`src/rtl/flexbex_efpga_responder_if.sv`:
```
// Core/fabric bundle for the eFPGA custom-instruction responder.
// slave  : responder view (drives ready/result and the fabric launch side)
// master : core + fabric view (drives the request and the fabric result)
interface flexbex_efpga_responder_if #(
   parameter int DATA_WIDTH = 32
);
   logic                  en_i;
   logic [1:0]            operator_i;
   logic [3:0]            delay_i;
   logic [DATA_WIDTH-1:0] operand_a_i;
   logic [DATA_WIDTH-1:0] operand_b_i;
   logic                  ready_o;
   logic [DATA_WIDTH-1:0] result_o;
   logic                  error_o;
   logic                  busy_o;
   logic [DATA_WIDTH-1:0] fabric_op_a_o;
   logic [DATA_WIDTH-1:0] fabric_op_b_o;
   logic [1:0]            fabric_operator_o;
   logic                  fabric_strobe_o;
   logic [DATA_WIDTH-1:0] fabric_result_i;
   logic                  fabric_done_i;

   modport slave (
      input  en_i, operator_i, delay_i, operand_a_i, operand_b_i,
      input  fabric_result_i, fabric_done_i,
      output ready_o, result_o, error_o, busy_o,
      output fabric_op_a_o, fabric_op_b_o, fabric_operator_o, fabric_strobe_o
   );

   modport master (
      output en_i, operator_i, delay_i, operand_a_i, operand_b_i,
      output fabric_result_i, fabric_done_i,
      input  ready_o, result_o, error_o, busy_o,
      input  fabric_op_a_o, fabric_op_b_o, fabric_operator_o, fabric_strobe_o
   );
endinterface

```
`src/rtl/flexbex_efpga_responder.sv`:
```
// eFPGA custom-instruction responder: latches a core request, strobes the
// fabric once, waits a fixed latency or for fabric_done_i (with timeout),
// then returns a registered result with a one-cycle ready pulse.
//
// state    | meaning
// ---------+------------------------------------------------------------
// S_IDLE   | waiting for en_i; fabric_* registers hold the last request
// S_LAUNCH | fabric_strobe_o high for this cycle only; done ignored
// S_WAIT   | fixed mode: count dly_cnt down; handshake: wait done/timeout
// S_RESP   | ready_o pulse, error_o = error flag; en_i ignored
module flexbex_efpga_responder #(
   parameter int DATA_WIDTH     = 32,
   parameter int TIMEOUT_CYCLES = 64
) (
   input logic                   clk,
   input logic                   rst_n,
   flexbex_efpga_responder_if.slave bus
);

   typedef enum logic [1:0] {
      S_IDLE   = 2'd0,
      S_LAUNCH = 2'd1,
      S_WAIT   = 2'd2,
      S_RESP   = 2'd3
   } state_t;

   localparam logic [7:0] TO_LAST = 8'(TIMEOUT_CYCLES - 1);

   state_t                state_q,    state_d;
   logic [DATA_WIDTH-1:0] op_a_q,     op_a_d;
   logic [DATA_WIDTH-1:0] op_b_q,     op_b_d;
   logic [1:0]            operator_q, operator_d;
   logic [3:0]            delay_q,    delay_d;
   logic [3:0]            dly_cnt_q,  dly_cnt_d;
   logic [7:0]            to_cnt_q,   to_cnt_d;
   logic [DATA_WIDTH-1:0] result_q,   result_d;
   logic                  err_q,      err_d;

   // Next-state and datapath update for the request/launch/wait/respond sequence.
   always_comb begin
      state_d    = state_q;
      op_a_d     = op_a_q;
      op_b_d     = op_b_q;
      operator_d = operator_q;
      delay_d    = delay_q;
      dly_cnt_d  = dly_cnt_q;
      to_cnt_d   = to_cnt_q;
      result_d   = result_q;
      err_d      = err_q;

      unique case (state_q)
         S_IDLE: begin
            if (bus.en_i) begin
               op_a_d     = bus.operand_a_i;
               op_b_d     = bus.operand_b_i;
               operator_d = bus.operator_i;
               delay_d    = bus.delay_i;
               dly_cnt_d  = bus.delay_i;
               to_cnt_d   = 8'd0;
               err_d      = 1'b0;
               state_d    = S_LAUNCH;
            end
         end
         S_LAUNCH: begin
            state_d = S_WAIT;
         end
         S_WAIT: begin
            if (delay_q != 4'd0) begin
               if (dly_cnt_q == 4'd1) begin
                  result_d = bus.fabric_result_i;
                  err_d    = 1'b0;
                  state_d  = S_RESP;
               end else begin
                  dly_cnt_d = dly_cnt_q - 4'd1;
               end
            end else if (bus.fabric_done_i) begin
               // done takes priority over a coincident timeout
               result_d = bus.fabric_result_i;
               err_d    = 1'b0;
               state_d  = S_RESP;
            end else if (to_cnt_q == TO_LAST) begin
               result_d = '0;
               err_d    = 1'b1;
               state_d  = S_RESP;
            end else begin
               to_cnt_d = to_cnt_q + 8'd1;
            end
         end
         S_RESP: begin
            state_d = S_IDLE;
         end
         default: state_d = S_IDLE;
      endcase
   end

   // State and datapath registers with synchronous active-low reset.
   always_ff @(posedge clk) begin
      if (!rst_n) begin
         state_q    <= S_IDLE;
         op_a_q     <= '0;
         op_b_q     <= '0;
         operator_q <= '0;
         delay_q    <= '0;
         dly_cnt_q  <= '0;
         to_cnt_q   <= '0;
         result_q   <= '0;
         err_q      <= 1'b0;
      end else begin
         state_q    <= state_d;
         op_a_q     <= op_a_d;
         op_b_q     <= op_b_d;
         operator_q <= operator_d;
         delay_q    <= delay_d;
         dly_cnt_q  <= dly_cnt_d;
         to_cnt_q   <= to_cnt_d;
         result_q   <= result_d;
         err_q      <= err_d;
      end
   end

   assign bus.ready_o           = (state_q == S_RESP);
   assign bus.error_o           = (state_q == S_RESP) && err_q;
   assign bus.busy_o            = (state_q != S_IDLE);
   assign bus.fabric_strobe_o   = (state_q == S_LAUNCH);
   assign bus.result_o          = result_q;
   assign bus.fabric_op_a_o     = op_a_q;
   assign bus.fabric_op_b_o     = op_b_q;
   assign bus.fabric_operator_o = operator_q;

endmodule

```
`src/flat_wrapper.sv`:
```
// flat-port wrapper written by rule: the top's interface ports become plain ports
module flexbex_efpga_responder_flat 
#(
   parameter int DATA_WIDTH     = 32,
   parameter int TIMEOUT_CYCLES = 64
)
  (clk, rst_n, bus_en_i, bus_operator_i, bus_delay_i, bus_operand_a_i, bus_operand_b_i, bus_fabric_result_i, bus_fabric_done_i, bus_ready_o, bus_result_o, bus_error_o, bus_busy_o, bus_fabric_op_a_o, bus_fabric_op_b_o, bus_fabric_operator_o, bus_fabric_strobe_o);
  flexbex_efpga_responder_if #(.DATA_WIDTH(DATA_WIDTH)) bus_i ();
  input logic clk;
  input logic rst_n;
  input wire logic [$bits(bus_i.en_i)-1:0] bus_en_i;
  input wire logic [$bits(bus_i.operator_i)-1:0] bus_operator_i;
  input wire logic [$bits(bus_i.delay_i)-1:0] bus_delay_i;
  input wire logic [$bits(bus_i.operand_a_i)-1:0] bus_operand_a_i;
  input wire logic [$bits(bus_i.operand_b_i)-1:0] bus_operand_b_i;
  input wire logic [$bits(bus_i.fabric_result_i)-1:0] bus_fabric_result_i;
  input wire logic [$bits(bus_i.fabric_done_i)-1:0] bus_fabric_done_i;
  output wire logic [$bits(bus_i.ready_o)-1:0] bus_ready_o;
  output wire logic [$bits(bus_i.result_o)-1:0] bus_result_o;
  output wire logic [$bits(bus_i.error_o)-1:0] bus_error_o;
  output wire logic [$bits(bus_i.busy_o)-1:0] bus_busy_o;
  output wire logic [$bits(bus_i.fabric_op_a_o)-1:0] bus_fabric_op_a_o;
  output wire logic [$bits(bus_i.fabric_op_b_o)-1:0] bus_fabric_op_b_o;
  output wire logic [$bits(bus_i.fabric_operator_o)-1:0] bus_fabric_operator_o;
  output wire logic [$bits(bus_i.fabric_strobe_o)-1:0] bus_fabric_strobe_o;
  assign bus_i.en_i = bus_en_i;
  assign bus_i.operator_i = bus_operator_i;
  assign bus_i.delay_i = bus_delay_i;
  assign bus_i.operand_a_i = bus_operand_a_i;
  assign bus_i.operand_b_i = bus_operand_b_i;
  assign bus_i.fabric_result_i = bus_fabric_result_i;
  assign bus_i.fabric_done_i = bus_fabric_done_i;
  assign bus_ready_o = bus_i.ready_o;
  assign bus_result_o = bus_i.result_o;
  assign bus_error_o = bus_i.error_o;
  assign bus_busy_o = bus_i.busy_o;
  assign bus_fabric_op_a_o = bus_i.fabric_op_a_o;
  assign bus_fabric_op_b_o = bus_i.fabric_op_b_o;
  assign bus_fabric_operator_o = bus_i.fabric_operator_o;
  assign bus_fabric_strobe_o = bus_i.fabric_strobe_o;
  flexbex_efpga_responder #(.DATA_WIDTH(DATA_WIDTH), .TIMEOUT_CYCLES(TIMEOUT_CYCLES)) u_core (.clk(clk), .rst_n(rst_n), .bus(bus_i));
endmodule
```
`config.mk`:
```
export PLATFORM = sky130hd
export DESIGN_NAME = flexbex_efpga_responder_flat
export DESIGN_NICKNAME = d
export VERILOG_FILES = /design/src/rtl/flexbex_efpga_responder_if.sv /design/src/rtl/flexbex_efpga_responder.sv /design/src/flat_wrapper.sv
export SDC_FILE = /design/constraint.sdc
export NUM_CORES = 1
export LEC_CHECK = 0
export ABC_AREA = 1
export BUFFER_PORTS_ARGS = -buffer_cell sky130_fd_sc_hd__buf_2
export CELL_PAD_IN_SITES_DETAIL_PLACEMENT = 1
export CELL_PAD_IN_SITES_GLOBAL_PLACEMENT = 1
export CORE_ASPECT_RATIO = 0.8
export CORE_UTILIZATION = 29
export DETAILED_ROUTE_END_ITERATION = 7
export PLACE_DENSITY_LB_ADDON = 0.05
export SYNTH_ARGS = -nofsm -noshare
export SYNTH_HDL_FRONTEND = slang
export SYNTH_SLANG_ARGS = --single-unit
```
`constraint.sdc`:
```
create_clock -name clk -period 1.4 [get_ports clk]
set_input_delay 0.35 -clock clk [delete_from_list [all_inputs] [get_ports clk]]
set_output_delay 0.35 -clock clk [all_outputs]
set_load 0.01 [all_outputs]
```
* After elaboration in Yosys (flattened, before gate mapping)
Index checks and enable logic that the tools add are counted.
** Storage, ports and cells
- Flip-flop bits (word level) :: 117
- Bits in latches :: 0
- RAM bits :: 0
- Memory bits (read-only) :: 0
- Input port bits :: 106
- Word-level logic and storage cells :: 62
- Memories kept :: 0
** Cells by class
- Add/subtract/negate cells :: 2
- $mul :: 0
- Div/mod/pow operators :: 0
- Order comparisons :: 0
- Equal/unequal tests :: 14
- Shift-type cells :: 0
- Muxes and demuxes :: 25
- Bitwise gates (word level) :: 0
- Reduce and logical (&&, ||, !) cells :: 12
** Operators by type and width (number)
- 32-bit two-way mux :: 4
- 8-bit two-way mux :: 4
- 8-bit one-hot mux with 2 select lines :: 1
- 4-bit two-way mux :: 3
- 2-bit != test (second input constant) :: 6
- 2-bit two-way mux :: 5
- 8-bit by 1-bit adder with 8-bit output (second input constant) :: 1
- 8-bit by 6-bit equality test with 1-bit output (second input constant) :: 1
- 2-bit one-hot mux with 4 select lines :: 1
- 4-bit one-hot mux with 2 select lines :: 1
- 4-bit AND reduction :: 2
- 3-bit AND reduction :: 2
- 1-bit two-way mux :: 5
- 5-bit AND reduction :: 1
- 2-bit equality test (second input constant) :: 2
- 4-bit by 1-bit equality test with 1-bit output (second input constant) :: 1
- 4-bit by 2-bit != test with 1-bit output (second input constant) :: 1
- 2-bit nonzero test :: 2
- 4-bit nonzero test :: 1
- 4-bit by 1-bit subtractor with 4-bit output (second input constant) :: 1
- 3-bit != test (second input constant) :: 1
- 3-bit nonzero test :: 1
- 2-bit by 1-bit equality test with 1-bit output (second input constant) :: 1
- 2-bit zero test :: 1
- other kinds (4) :: 4

* Longest topological paths before layout
Gate-level depths: netlist of run 1.
- Depth after elaboration :: 5
- Mapped depth :: 10
- Depth with buffers taken out :: 10

* Least setup slack after synthesis of run 1
No wires, ideal clock.
- Path type :: flip-flop to flip-flop
- Start :: register u_core.state_q[0]
- End :: register u_core.to_cnt_q[6]
- Setup time :: 0.113 ns
- Arrival :: 1.283 ns
- Required time :: 1.287 ns
- Slack :: 0.005 ns
- Cell stages (with the launch flop) :: 11
- Path buffers :: 0
- Period minus slack after synthesis :: 1.395 ns
- Path through :: dfxtp_1 > inv_1 > ha_1 > nand2_2 > o21ai_2 > nand2_1 > inv_2 > nand2_2 > inv_2 > nor2_1 > nor2_1
** On the way
- Cells in the longest elaborated chain, start to end :: 3
** RTL lines
- start, declared :: RTL line flexbex_efpga_responder.sv:29 : state_t state_q, state_d;
- start signal, assigned :: RTL line flexbex_efpga_responder.sv:109 : state_q <= state_d;
- 2-bit equality test or 2-bit zero test (tied branches) :: RTL line flexbex_efpga_responder.sv:51 : unique case (state_q)
- 2-bit != test (no line) or 2-bit nonzero test (tied branches)
- 5-bit AND reduction (no line)
- end signal, assigned :: RTL line flexbex_efpga_responder.sv:115 : to_cnt_q <= to_cnt_d;
- end, declared :: RTL line flexbex_efpga_responder.sv:35 : logic [7:0] to_cnt_q, to_cnt_d;
Parallel ways exist; a longest one is shown, timed or not.
A chain may end at the register's enable or synchronous reset.

* Worst setup path in the final report of run 1
- Start :: register u_core.state_q[1]
- End :: output port bus_fabric_strobe_o
** On the way
- Cells in the longest elaborated chain, start to end :: 1
** RTL lines
- 2-bit by 1-bit equality test with 1-bit output :: RTL line flexbex_efpga_responder.sv:124 : assign bus.fabric_strobe_o = (state_q == S_LAUNCH);
- end, declared :: RTL line flat_wrapper.sv:25 : output wire logic [$bits(bus_i.fabric_strobe_o)-1:0] bus_fabric_strobe_o;
No other way between the ends.

==> flow_metrics.env, run 1 <==
export IMPL_status="complete, but fails checks"
export IMPL_violations="negative setup slack"
export IMPL_tns_ns=-5.13
export IMPL_syn_to_final_growth_pct=82.5
export IMPL_num_rows=40
export IMPL_fin_skew_ns=0.00798
export IMPL_slew_headroom=0.809
export IMPL_p_total_uw=17600
export IMPL_synth_cell_type_count=22
export IMPL_p_leak_uw=0.00390
export IMPL_viasPerCell=4.65
export IMPL_grt_pass1_vias=5071
export IMPL_io_buffer_count=207
export IMPL_clk_latency_ns=0.42
export IMPL_htree_levels=4
export IMPL_rsz0062_at_grt="yes"
export IMPL_slew_viol_final=0
export IMPL_coreArea_mm2=0.0153
export IMPL_synthAdderAreaFrac=0.0217
export IMPL_synthCells=617
export IMPL_ant_nets=0
export IMPL_synth_top_family_by_area="simple AND/OR/NAND/NOR gates"
export IMPL_grt_overflow_total=0
export IMPL_wire_per_inst_um=17.8
export IMPL_path_clk_slew_ns=0.06
export IMPL_numCtsBuffers=17
export IMPL_die_area_mm2=0.0164
export IMPL_start_kind="flop"
export IMPL_finalHoldWorstSlack_ns=0.165
export IMPL_path_max_fanout=3
export IMPL_ir_worst_vdd_v=0.000923
export IMPL_grt_pass1_wl_mm=25.4
export IMPL_fp_dieW_um=143
export IMPL_final_setup_viol_count=89
export IMPL_start_util=0.302
export IMPL_synth_fp_nets=731
export IMPL_cts_sinks=117
export IMPL_power_density_mw_per_mm2=2090
export IMPL_yosys_area_share_simple=0.273
export IMPL_min_period_over_period=1.17
export IMPL_pin_count=208
export IMPL_drive_gt1_frac=0.598
export IMPL_synth_xor_area_share=0.00190
export IMPL_yosysWarnings=0
export IMPL_tightest_slew_ns=0.287
export IMPL_final_common_cell="buf_2"
export IMPL_dp_cells=1035
export IMPL_crit_type="flop to primary output"
export IMPL_cts_root_buffer="clkbuf_16"
export IMPL_grt_max_degree=57
export IMPL_avgSynthCellArea_um2=7.47
export IMPL_grt_util_all_layers=0.201
export IMPL_cts_tree="built"
export IMPL_num_vias=5158
export IMPL_maxCapViolCount=0
export IMPL_final_nets=1000
export IMPL_drt_iter0_drc=168
export IMPL_drt_wl_total_mm=19.8
export IMPL_synth_compound_area_frac=0.132
export IMPL_fin_ws_ns=-0.233
export IMPL_clockBufferDepth=2
export IMPL_cp_arrival_ns=1.28
export IMPL_stdcell_area_mm2=0.00841
export IMPL_max_freq_mhz=612
export IMPL_ys_seq_area_frac=0.508
export IMPL_synth_area_mm2=0.00461
export IMPL_place_gp_congestion=0.774
export IMPL_final_cell_mix="buf_2, dfxtp_1, nor2_1"
export IMPL_hp_class="input port to flop"
export IMPL_cp_required_ns=1.05
export IMPL_die_h_um=115
export IMPL_hold_violations=0
export IMPL_synth_mux_area_fraction=0
export IMPL_synth_seq_cells=117
export IMPL_antenna_found_initial=1
export IMPL_hpwl_mm=10.7
export IMPL_fin_crit_ns=1.63
export IMPL_place_area_mm2=0.00607
export IMPL_drc_errors=0
export IMPL_end_kind="primary output"
export IMPL_drt_pass1_iter_count=4
export IMPL_fin_cells=1109
report_power, final:
| part | internal (µW) | total, µW | switching (µW) |
|---|---|---|---|
| Clock | 3380 | 4950 | 1570 |
| Sequential | 4170 | 4730 | 555 |
| Combinational | 3610 | 7930 | 4310 |
| Total | 11200 | 17600 | 6440 |
layer usage:
metal  vias to the layer above  GRT usage  wire length [µm]
li1                       2518          -                 -
met1                      2484      0.244              9150
met2                       141      0.340              9470
met3                        15     0.0612               954
met4                         0     0.0688               192
met5                         -          0                 0
stage by stage:
stage,setup WS [ns],util
final,-0.233,0.551
after global routing,-0.310,0.551
after CTS,-0.210,0.472
after detailed placement,-0.252,0.398
after global placement,-0.115,0.398
after floorplan,0.00460,-
cell usage after synthesis:
library cell	instances	share of area
clkbuf_1	19	0.015
o21bai_1	1	0.0016
buf_2	9	0.0098
a21oi_1	33	0.036
nand2_1	113	0.092
nor3b_1	1	0.0016
nand2_2	6	0.0081
nand4_1	4	0.0054
a21oi_2	6	0.011
or2_2	2	0.0027
nor2_4	2	0.0049
nand2_4	1	0.0024
dfxtp_1	117	0.51
o21ai_0	75	0.081
buf_6	6	0.015
nand3_1	21	0.023
ha_1	8	0.022
inv_2	6	0.0049
inv_1	22	0.018
o21ai_2	1	0.0019
xnor2_1	1	0.0019
nor2_1	163	0.13
layout make-up:
class | count | area (µm²)
Antenna cell | 1 | 2.50
Clock buffer | 23 | 498
Clock inverter | 8 | 169
Fill cell | 1780 | 6860
Inverter | 28 | 139
Multi-Input combinational cell | 439 | 2880
Sequential cell | 117 | 2360
Tap cell | 210 | 263
Timing Repair Buffer | 281 | 2080
Timing Repair inverter | 2 | 18.8
flip-flops by register name, indices dropped and copies added (netlist names):
signal / flops
u_core.bus.fabric_op_a_o: 32
u_core.bus.fabric_op_b_o: 32
u_core.bus.fabric_operator_o: 2
u_core.bus.result_o: 32
u_core.delay_q: 4
u_core.dly_cnt_q: 4
u_core.err_q: 1
u_core.state_q: 2
u_core.to_cnt_q: 8
critical path: stages, from the launching register on:
cell,delay (ns)
dfxtp_4,0.36
inv_2,0.10
buf_6,0.12
ha_2,0.18
buf_6,0.11
path summary, 6_finish.rpt:
check | startpoint | to | slack [ns] | cells after the start
worst min register to register | u_core.bus.result_o[27]$_SDFFE_PN0P_ | u_core.bus.result_o[27]$_SDFFE_PN0P_ | 0.47 | 2
worst min-delay path | bus_operand_b_i[9] | u_core.bus.fabric_op_b_o[9]$_SDFFE_PN0P_ | 0.17 | 3
worst max-delay path | u_core.state_q[1]$_SDFFE_PN0P_ | bus_fabric_strobe_o | -0.23 | 4
worst max register to register | u_core.state_q[1]$_SDFFE_PN0P_ | u_core.to_cnt_q[5]$_SDFFE_PN0P_ | -0.21 | 10
cells by family after synthesis:
group                    after synthesis
adder cells (fa/ha/maj)                8
AND/OR/NAND/NOR                      313
XOR/XNOR                               1
AO/OA/AOI/OAI                        116
flip-flops                           117
buffers and inverters                 62
repair_timing:
item                                    CTS  global route
pin swaps                                39            46
gates resized for setup                  80           289
cloned                                    6            20
endpoints found under the setup margin  121           119
setup buffers                            10             9
hold buffers                              0             0
No activity file was read; power rests on OpenSTA's default activity.
==> run 2: changes to the inputs <==
--- a/config.mk
+++ b/config.mk
@@ -12,7 +12,7 @@
 export CORE_ASPECT_RATIO = 0.8
 export CORE_UTILIZATION = 29
 export DETAILED_ROUTE_END_ITERATION = 7
-export PLACE_DENSITY_LB_ADDON = 0.05
+export PLACE_DENSITY_LB_ADDON = 0.1
 export SYNTH_ARGS = -nofsm -noshare
 export SYNTH_HDL_FRONTEND = slang
 export SYNTH_SLANG_ARGS = --single-unit
==> run 2 against run 1 <==
Effect of this change: the flow still finishes with violations (negative setup slack); first-iteration DRC count shrank 15%; sequential power shrank 2%; wire length shrank 12%; clock skew is essentially flat; total power shrank 10%; worst hold slack gained 0.0067 ns; cell area shrank 7.9%; final cell count shrank 1.4%; die area is the same; highest routed layer unchanged; via count shrank 2.6%; utilization shrank 4.4 points; global-route usage grew 0.065 points.
==> flow_metrics.env, run 2 (same netlist as run 1, synthesis figures left out) <==
export IMPL_drive_gt1_frac=0.503
export IMPL_drt_wl_total_mm=17.4
export IMPL_slowest_delay_ns=0.34
export IMPL_ant_nets=0
export IMPL_violations="negative setup slack"
export IMPL_num_rows=40
export IMPL_tns_ns=-5.48
export IMPL_min_period_over_period=1.16
export IMPL_cpMostUsedCell="buf_6"
export IMPL_drt_iter0_drc=143
export IMPL_die_area_mm2=0.0164
export IMPL_start_kind="flop"
export IMPL_path_clk_slew_ns=0.05
export IMPL_grt_util_met2=0.339
export IMPL_status="complete, but fails checks"
export IMPL_ctsHoldBuffers=0
export IMPL_max_freq_mhz=616
export IMPL_die_h_um=115
export IMPL_slowest_stage="dfxtp_2"
export IMPL_grt_overflow_total=0
export IMPL_numCtsBuffers=17
export IMPL_num_vias=5024
export IMPL_path_buf_inv=4
export IMPL_grt_busiest_layer="met2"
export IMPL_grtUsageMet3=0.0604
export IMPL_grt_pass1_vias=5148
export IMPL_grt_pass1_wl_mm=25.5
export IMPL_final_cell_mix="buf_2, nor2_1, dfxtp_1"
export IMPL_path_delay_family="buffers and inverters"
export IMPL_cp_arrival_ns=1.96
export IMPL_viasPerCell=4.59
export IMPL_hold_violations=0
export IMPL_drc_errors=0
export IMPL_grt_util_all_layers=0.202
export IMPL_use_met1=0.241
export IMPL_p_leak_uw=0.00352
export IMPL_start_util=0.302
export IMPL_stdcell_area_mm2=0.00774
export IMPL_grt_max_degree=37
export IMPL_crit_type="flop to flop"
export IMPL_clk_latency_ns=0.41
export IMPL_htree_levels=4
export IMPL_path_cells="inv_2, ha_4, buf_6, nand2_8, nor2_4, buf_6, buf_16, nand2_1, a21oi_2"
export IMPL_clockBufferDepth=2
export IMPL_maxCapViolCount=0
export IMPL_cts_root_buffer="clkbuf_16"
export IMPL_fp_dieW_um=143
export IMPL_slew_viol_final=0
export IMPL_coreArea_mm2=0.0153
export IMPL_wire_per_inst_um=15.9
export IMPL_final_setup_viol_count=82
export IMPL_place_area_mm2=0.00610
export IMPL_num_antenna_cells=0
export IMPL_syn_to_final_growth_pct=68.0
export IMPL_rsz0062_at_grt="yes"
export IMPL_cp_required_ns=1.74
export IMPL_end_kind="flop"
export IMPL_fin_ws_ns=-0.223
export IMPL_fin_skew_ns=0.00791
export IMPL_antenna_found_initial=0
export IMPL_pin_count=208
export IMPL_place_gp_congestion=0.771
export IMPL_final_common_cell="buf_2"
export IMPL_hp_class="input port to flop"
export IMPL_final_nets=986
export IMPL_fin_crit_ns=1.62
export IMPL_path_max_fanout=8
export IMPL_ir_worst_vdd_v=0.000838
export IMPL_hpwl_mm=10.5
export IMPL_slew_headroom=0.777
export IMPL_cts_sinks=117
export IMPL_power_density_mw_per_mm2=2040
export IMPL_drt_pass1_iter_count=6
export IMPL_cts_tree="built"
export IMPL_tightest_slew_ns=0.334
export IMPL_io_buffer_count=207
[run 2: changes by cell type in the layout (fill, tap and decap cells not counted), moves of 11 or more]
cell	change
nand2_1	-15
nand2_2	+28
nand2_4	-13
nor2_1	+51
nor2_2	-40
nor2_4	-11
o21ai_1	+28
o21ai_2	-30
[run 2: layout make-up]
type,instances,area [µm²]
Clock buffer,23,488
Clock inverter,8,123
Fill cell,1864,7520
Inverter,28,123
Multi-Input combinational cell,438,2500
Sequential cell,117,2350
Tap cell,210,263
Timing Repair Buffer,270,1900
[run 2: per-layer routing]
layer  routed length [µm]  vias up
li1                     -     2489
met1                 7630     2372
met2                 8610      137
met3                  789       26
met4                  338        0
met5                    0        -
[run 2: final timing paths]
check                                                         start                                   endpoint  slack, ns  cells after the start
worst max-delay path                 u_core.state_q[0]$_SDFFE_PN0P_       u_core.bus.result_o[13]$_SDFFE_PN0P_      -0.22                      9
worst min-delay path                            bus_operand_b_i[14]  u_core.bus.fabric_op_b_o[14]$_SDFFE_PN0P_       0.17                      3
worst max register to register       u_core.state_q[0]$_SDFFE_PN0P_       u_core.bus.result_o[13]$_SDFFE_PN0P_      -0.22                      9
worst min register to register  u_core.bus.result_o[9]$_SDFFE_PN0P_        u_core.bus.result_o[9]$_SDFFE_PN0P_       0.46                      2
[run 2: metrics by stage]
step | hold WS [ns] | setup slack [ns] | utilization | power [µW] | instances
3_5_place_dp | 0.451 | -0.153 | 0.400 | 9340 | 1036
2_1_floorplan | 0.456 | 0.00460 | - | 7300 | 617
4_1_cts | 0.151 | -0.214 | 0.478 | 15200 | 1084
3_3_place_gp | 0.445 | -0.0500 | 0.400 | 9120 | 1036
6_report | 0.172 | -0.223 | 0.507 | 15800 | 1094
5_1_grt | 0.163 | -0.288 | 0.507 | 16800 | 1094
[run 2: power breakdown]
part	total, µW	internal [µW]	switching, µW
registers	4630	4160	470
logic	6670	3050	3620
clock network	4510	2970	1540
total	15800	10200	5620
[run 2: what timing repair did]
| item | 4_1_cts | 5_1_grt |
|---|---|---|
| resized for setup | 124 | 123 |
| gates cloned | 6 | 5 |
| pin swaps | 19 | 24 |
| setup endpoints to repair | 121 | 120 |
| buffers inserted | 11 | 10 |
[run 2: worst register-to-register path, stage by stage (launching register included)]
cell and delay, ns:
dfxtp_2 0.34, inv_2 0.11, ha_4 0.20, buf_6 0.13, nand2_8 0.06, nor2_4 0.15
buf_6 0.15, buf_16 0.14, nand2_1 0.10, a21oi_2 0.17
